`config.mk`:
```
export PLATFORM = sky130hd
export DESIGN_NAME = im_load_ctrl_flat
export DESIGN_NICKNAME = d
export VERILOG_FILES = /design/src/rtl/im_load_ctrl_if.sv /design/src/rtl/im_load_ctrl.sv /design/src/flat_wrapper.sv
export SDC_FILE = /design/constraint.sdc
export NUM_CORES = 1
export LEC_CHECK = 0
export BUFFER_PORTS_ARGS = -buffer_cell sky130_fd_sc_hd__clkbuf_2
export CAP_MARGIN = 25
export CELL_PAD_IN_SITES_DETAIL_PLACEMENT = 1
export CELL_PAD_IN_SITES_GLOBAL_PLACEMENT = 1
export CORE_ASPECT_RATIO = 1.25
export CORE_MARGIN = 10
export CORE_UTILIZATION = 19
export DETAILED_ROUTE_END_ITERATION = 6
export PLACE_DENSITY_LB_ADDON = 0.1
export SETUP_SLACK_MARGIN = 0.1
export SLEW_MARGIN = 10
export SYNTH_ARGS = -nofsm -noshare
export SYNTH_HDL_FRONTEND = slang
export SYNTH_SLANG_ARGS = --single-unit
```
`constraint.sdc`:
```
create_clock -name clk -period 1.45 [get_ports clk]
set_input_delay 0.145 -clock clk [delete_from_list [all_inputs] [get_ports clk]]
set_output_delay 0.145 -clock clk [all_outputs]
set_load 0.05 [all_outputs]
```
`src/rtl/im_load_ctrl_if.sv`:
```
// Loader stream, core fetch and instruction-memory port bundle for im_load_ctrl.
// Latency: none, wires only.
// Backpressure: load_ready from the controller qualifies load_valid beats.
interface im_load_ctrl_if #(
    parameter int DATA_W = 32
);
    // loader word stream
    logic              start;
    logic              load_valid;
    logic [DATA_W-1:0] load_data;
    logic              load_last;
    logic              load_ready;
    // core side
    logic [31:0]       fetch_pc;
    logic              core_stall;
    // instruction-memory port
    logic [31:0]       im_addr;
    logic [DATA_W-1:0] im_data;
    logic              im_write;
    logic              im_read;

    modport master (
        input  start, load_valid, load_data, load_last, fetch_pc,
        output load_ready, core_stall, im_addr, im_data, im_write, im_read
    );

    modport slave (
        output start, load_valid, load_data, load_last, fetch_pc,
        input  load_ready, core_stall, im_addr, im_data, im_write, im_read
    );
endinterface

```
`src/rtl/im_load_ctrl.sv`:
```
// Shares the IM port between core fetch and a run-time program loader.
// Latency: write lands in the accept cycle (IM captures on negedge); done 2 cycles after the last beat.
// Backpressure: load_ready only in LOAD; core stalled from LOAD entry through DRAIN.
module im_load_ctrl #(
    parameter int DEPTH  = 16,
    parameter int ADDR_W = 4,
    parameter int DATA_W = 32
) (
    input  logic              clk,
    input  logic              reset,
    im_load_ctrl_if.master    bus,
    output logic              done,
    output logic [ADDR_W:0]   word_cnt,
    output logic              trunc_err
);
    typedef enum logic [1:0] {
        IDLE  = 2'd0,
        LOAD  = 2'd1,
        DRAIN = 2'd2
    } state_t;

    localparam logic [ADDR_W-1:0] LAST_PTR = ADDR_W'(DEPTH - 1);

    state_t            state;
    logic [ADDR_W-1:0] wr_ptr;
    logic              load_ready_q;
    logic              core_stall_q;
    logic              im_read_q;
    logic              accept;

    assign accept = (state == LOAD) && bus.load_valid && load_ready_q;

    always_ff @(posedge clk) begin
        if (reset) begin
            state        <= IDLE;
            wr_ptr       <= '0;
            word_cnt     <= '0;
            trunc_err    <= 1'b0;
            done         <= 1'b0;
            load_ready_q <= 1'b0;
            core_stall_q <= 1'b0;
            im_read_q    <= 1'b1;
        end else begin
            done <= 1'b0;
            case (state)
                IDLE: begin
                    if (bus.start) begin
                        state        <= LOAD;
                        wr_ptr       <= '0;
                        word_cnt     <= '0;
                        trunc_err    <= 1'b0;
                        load_ready_q <= 1'b1;
                        core_stall_q <= 1'b1;
                        im_read_q    <= 1'b0;
                    end
                end
                LOAD: begin
                    if (accept) begin
                        word_cnt <= word_cnt + (ADDR_W+1)'(1);
                        // Pointer never wraps inside a session; the next start rezeroes it.
                        if (wr_ptr != LAST_PTR)
                            wr_ptr <= wr_ptr + ADDR_W'(1);
                        if (bus.load_last || wr_ptr == LAST_PTR) begin
                            state        <= DRAIN;
                            load_ready_q <= 1'b0;
                            im_read_q    <= 1'b1;
                            trunc_err    <= !bus.load_last;
                        end
                    end
                end
                DRAIN: begin
                    // One settle cycle for the IM read mux before the core resumes.
                    state        <= IDLE;
                    done         <= 1'b1;
                    core_stall_q <= 1'b0;
                end
                default: begin
                    state        <= IDLE;
                    load_ready_q <= 1'b0;
                    core_stall_q <= 1'b0;
                    im_read_q    <= 1'b1;
                end
            endcase
        end
    end

    assign bus.load_ready = load_ready_q;
    assign bus.core_stall = core_stall_q;
    assign bus.im_read    = im_read_q;
    assign bus.im_write   = accept;
    assign bus.im_addr    = (state == LOAD) ? {{(30-ADDR_W){1'b0}}, wr_ptr, 2'b00} : bus.fetch_pc;
    assign bus.im_data    = (state == LOAD) ? bus.load_data : '0;
endmodule

```
`src/flat_wrapper.sv`:
```
// flat-port wrapper written by rule: the top's interface ports become plain ports
module im_load_ctrl_flat 
#(
    parameter int DEPTH  = 16,
    parameter int ADDR_W = 4,
    parameter int DATA_W = 32
)
  (clk, reset, done, word_cnt, trunc_err, bus_start, bus_load_valid, bus_load_data, bus_load_last, bus_fetch_pc, bus_load_ready, bus_core_stall, bus_im_addr, bus_im_data, bus_im_write, bus_im_read);
  im_load_ctrl_if #(.DATA_W(DATA_W)) bus_i ();
  input  logic clk;
  input  logic reset;
  output logic done;
  output logic [ADDR_W:0] word_cnt;
  output logic trunc_err;
  input wire logic [$bits(bus_i.start)-1:0] bus_start;
  input wire logic [$bits(bus_i.load_valid)-1:0] bus_load_valid;
  input wire logic [$bits(bus_i.load_data)-1:0] bus_load_data;
  input wire logic [$bits(bus_i.load_last)-1:0] bus_load_last;
  input wire logic [$bits(bus_i.fetch_pc)-1:0] bus_fetch_pc;
  output wire logic [$bits(bus_i.load_ready)-1:0] bus_load_ready;
  output wire logic [$bits(bus_i.core_stall)-1:0] bus_core_stall;
  output wire logic [$bits(bus_i.im_addr)-1:0] bus_im_addr;
  output wire logic [$bits(bus_i.im_data)-1:0] bus_im_data;
  output wire logic [$bits(bus_i.im_write)-1:0] bus_im_write;
  output wire logic [$bits(bus_i.im_read)-1:0] bus_im_read;
  assign bus_i.start = bus_start;
  assign bus_i.load_valid = bus_load_valid;
  assign bus_i.load_data = bus_load_data;
  assign bus_i.load_last = bus_load_last;
  assign bus_i.fetch_pc = bus_fetch_pc;
  assign bus_load_ready = bus_i.load_ready;
  assign bus_core_stall = bus_i.core_stall;
  assign bus_im_addr = bus_i.im_addr;
  assign bus_im_data = bus_i.im_data;
  assign bus_im_write = bus_i.im_write;
  assign bus_im_read = bus_i.im_read;
  im_load_ctrl #(.DEPTH(DEPTH), .ADDR_W(ADDR_W), .DATA_W(DATA_W)) u_core (.clk(clk), .reset(reset), .bus(bus_i), .done(done), .word_cnt(word_cnt), .trunc_err(trunc_err));
endmodule
```
==> run metrics <==
Final setup viols=37; max-cap violations=0; Initial Util=19.5%; synthesized area=0.00128 mm²; CTS Buf Count=3; gr ovfl total=0; switch share=40.9%; die extent in x=93.5 µm; Die H=112 µm; unique cell type count in the Yosys netlist=36; share of cells above drive strength 1=77.4%; post-synthesis sequential area ratio=25.0%; clk_skew=0.00190 ns; # hold bufs at CTS=0; failing checks=negative setup slack; crit share post-route=103%; cell area power density=674 mW/mm²; max-slew violations=0; Yosys reg bits=16; largest net degree at the start of global routing=35; Buffers on Ports=143; GRT Resource Usage Total=13.6%; CTS tree=done; die footprint=0.0105 mm²; Final Hold Viols=0; Crit. End Element=output pin; # rows=33; f_max=668 MHz; H-tree levels=1; cell count after synthesis=168; routability cong.=0.697; Top FF cell, synth=dfxtp_1; P_sw=0.000989 W; most common cell after layout, fill and taps aside=clkbuf_2; num ports=144; Worst Path Arrival=1.35 ns; most frequent cells in the layout=clkbuf_2, and2_4, buf_12; Clock Power Share=14.7%; Max-slew headroom=71.4%; post-layout util=54.6%; startpoint types=flop; Synth async-reset ratio=0%; vias in the first global route=2014; post-placement cell area=0.00276 mm²; Final Cell Area=0.00359 mm²; initial drt markers=45; TNS Setup=-0.940 ns; Worst VDD drop=388 µV; Crit Path Max Fanout=9; Syn-to-layout area delta=180%; Min Hold Slack=0.187 ns; Final #Nets=404; Reg power frac=19.2%; kind of path behind the tightest hold check=in -> reg; # DRC=0; Pleak=1.73 nW; Max Root-Sink Buffers=2; Clock Sinks=16; WP data required=1.31 ns; initial antenna violation count=0; worst slew pin tran=0.428 ns; CTS clock-pin slew for the worst setup and hold paths=0.07 ns; antenna viol nets, final=0; Post-DP HPWL=5760 µm; Internal Power=0.00143 W; average wire per standard cell=20.5 µm; Syn Area/Cell=7.63 µm²; RSZ-0062 raised after global routing=true; Logic pwr share=66.1%; Worst Slack Setup Final=-0.0471 ns; Post-Syn Nets=239; Clock Latency Late Sink=0.25 ns; vias=1883; Total Wirelength=8580 µm; core area=0.00657 mm²; drt first pass iters=4; routed vias/inst=4.49; EDFF count, synth=0; status=finished, violations left; min Tclk post-route=1.50 ns; yosys warns=0; first-pass GRT wire length=11400 µm; worst setup path category=reg -> out; ANT cells=0; Root Driver=clkbuf_8
## path summary, 6_finish.rpt
| path | start | end | slack (ns) | cells past startpoint |
|---|---|---|---|---|
| max | u_core.state[0] | bus_im_data[16] | -0.05 | 5 |
| min | reset | u_core.word_cnt[1] | 0.19 | 2 |
| max reg2reg | u_core.state[0] | u_core.wr_ptr[1] | -0.01 | 5 |
| min reg2reg | u_core.state[1] | u_core.bus.core_stall | 0.48 | 1 |
## power by group through the flow
stage                     clock [W]  sequential (W)  combinational [W]
after detailed placement          0        0.000478            0.00119
after CTS                  0.000369        0.000466            0.00143
after global routing       0.000389        0.000468            0.00166
after floorplan                   0        0.000508           0.000693
final                      0.000355        0.000465            0.00160
after global placement            0        0.000477            0.00119
## registers in the layout (all words and copies together), names as in the netlist
signal	count
u_core.done	1
u_core.bus.load_ready	1
u_core.word_cnt	5
u_core.wr_ptr	4
u_core.state	2
u_core.trunc_err	1
u_core.bus.im_read	1
u_core.bus.core_stall	1
## cell usage after synthesis (2+ instances only)
cell | instances | area share, %
and2_1 | 60 | 29
nand2_1 | 17 | 5.0
nor2_1 | 2 | 0.59
mux2i_1 | 5 | 3.9
nand4b_1 | 2 | 1.4
a21boi_0 | 2 | 1.2
nor3_1 | 3 | 1.2
nor2b_1 | 2 | 0.98
buf_2 | 2 | 0.78
buf_6 | 2 | 1.8
o211a_1 | 2 | 1.6
nand3b_1 | 4 | 2.3
nand2b_1 | 3 | 1.5
clkbuf_1 | 7 | 2.0
o21ai_0 | 4 | 1.6
nand3_1 | 10 | 3.9
a21oi_1 | 5 | 2.0
inv_1 | 2 | 0.59
ha_1 | 2 | 2.0
dfxtp_1 | 16 | 25
## per-stage QoR
stage / setup WS, ns / std cells / power, W
after CTS: -0.0408 / 413 / 0.00226
after global routing: -0.124 / 419 / 0.00252
after detailed placement: 0.0715 / 396 / 0.00167
after floorplan: 0.0403 / 168 / 0.00120
final: -0.0471 / 419 / 0.00242
after global placement: 0.0876 / 396 / 0.00166
## kinds of logic after synthesis
logic type	after synthesis	synth area share [%]
muxes	5	3.90
adders and majority gates	2	1.95
buffers and inverters	15	6.63
DFF	16	25.0
and+or+nand+nor	108	49.1
AOI/OAI and AO/OA	22	13.5
## metal layers
metal,up-vias,global-route usage (%),share of wire [%],wire [µm]
li1,893,-,-,-
met1,888,14.5,34,2900
met2,88,25.4,54,4640
met3,14,3.49,9.4,806
met4,0,3.61,2.8,237
met5,-,0,0,0
## worst max-delay path: stages, from the launching register on
cell and delay [ns]:
dfxtp_2 0.34, nor2b_4 0.20, buf_6 0.15, buf_16 0.13, and2_4 0.16, buf_12 0.13
## repair_timing
item                                    CTS  global route
gates cloned                              3             5
endpoints found under the setup margin   71            77
pin swaps                                 0            25
buffers inserted                         10             1
gates resized for setup                  89            68
## final cells by class
class,instances,area [µm²]
inverters,2,11.3
well taps,87,109
repair buffers,173,1990
clock buffers,4,45.0
fillers,738,2980
flip-flops and latches,16,332
multi-input cells,137,1100
Power figures use the tool's default switching activity.
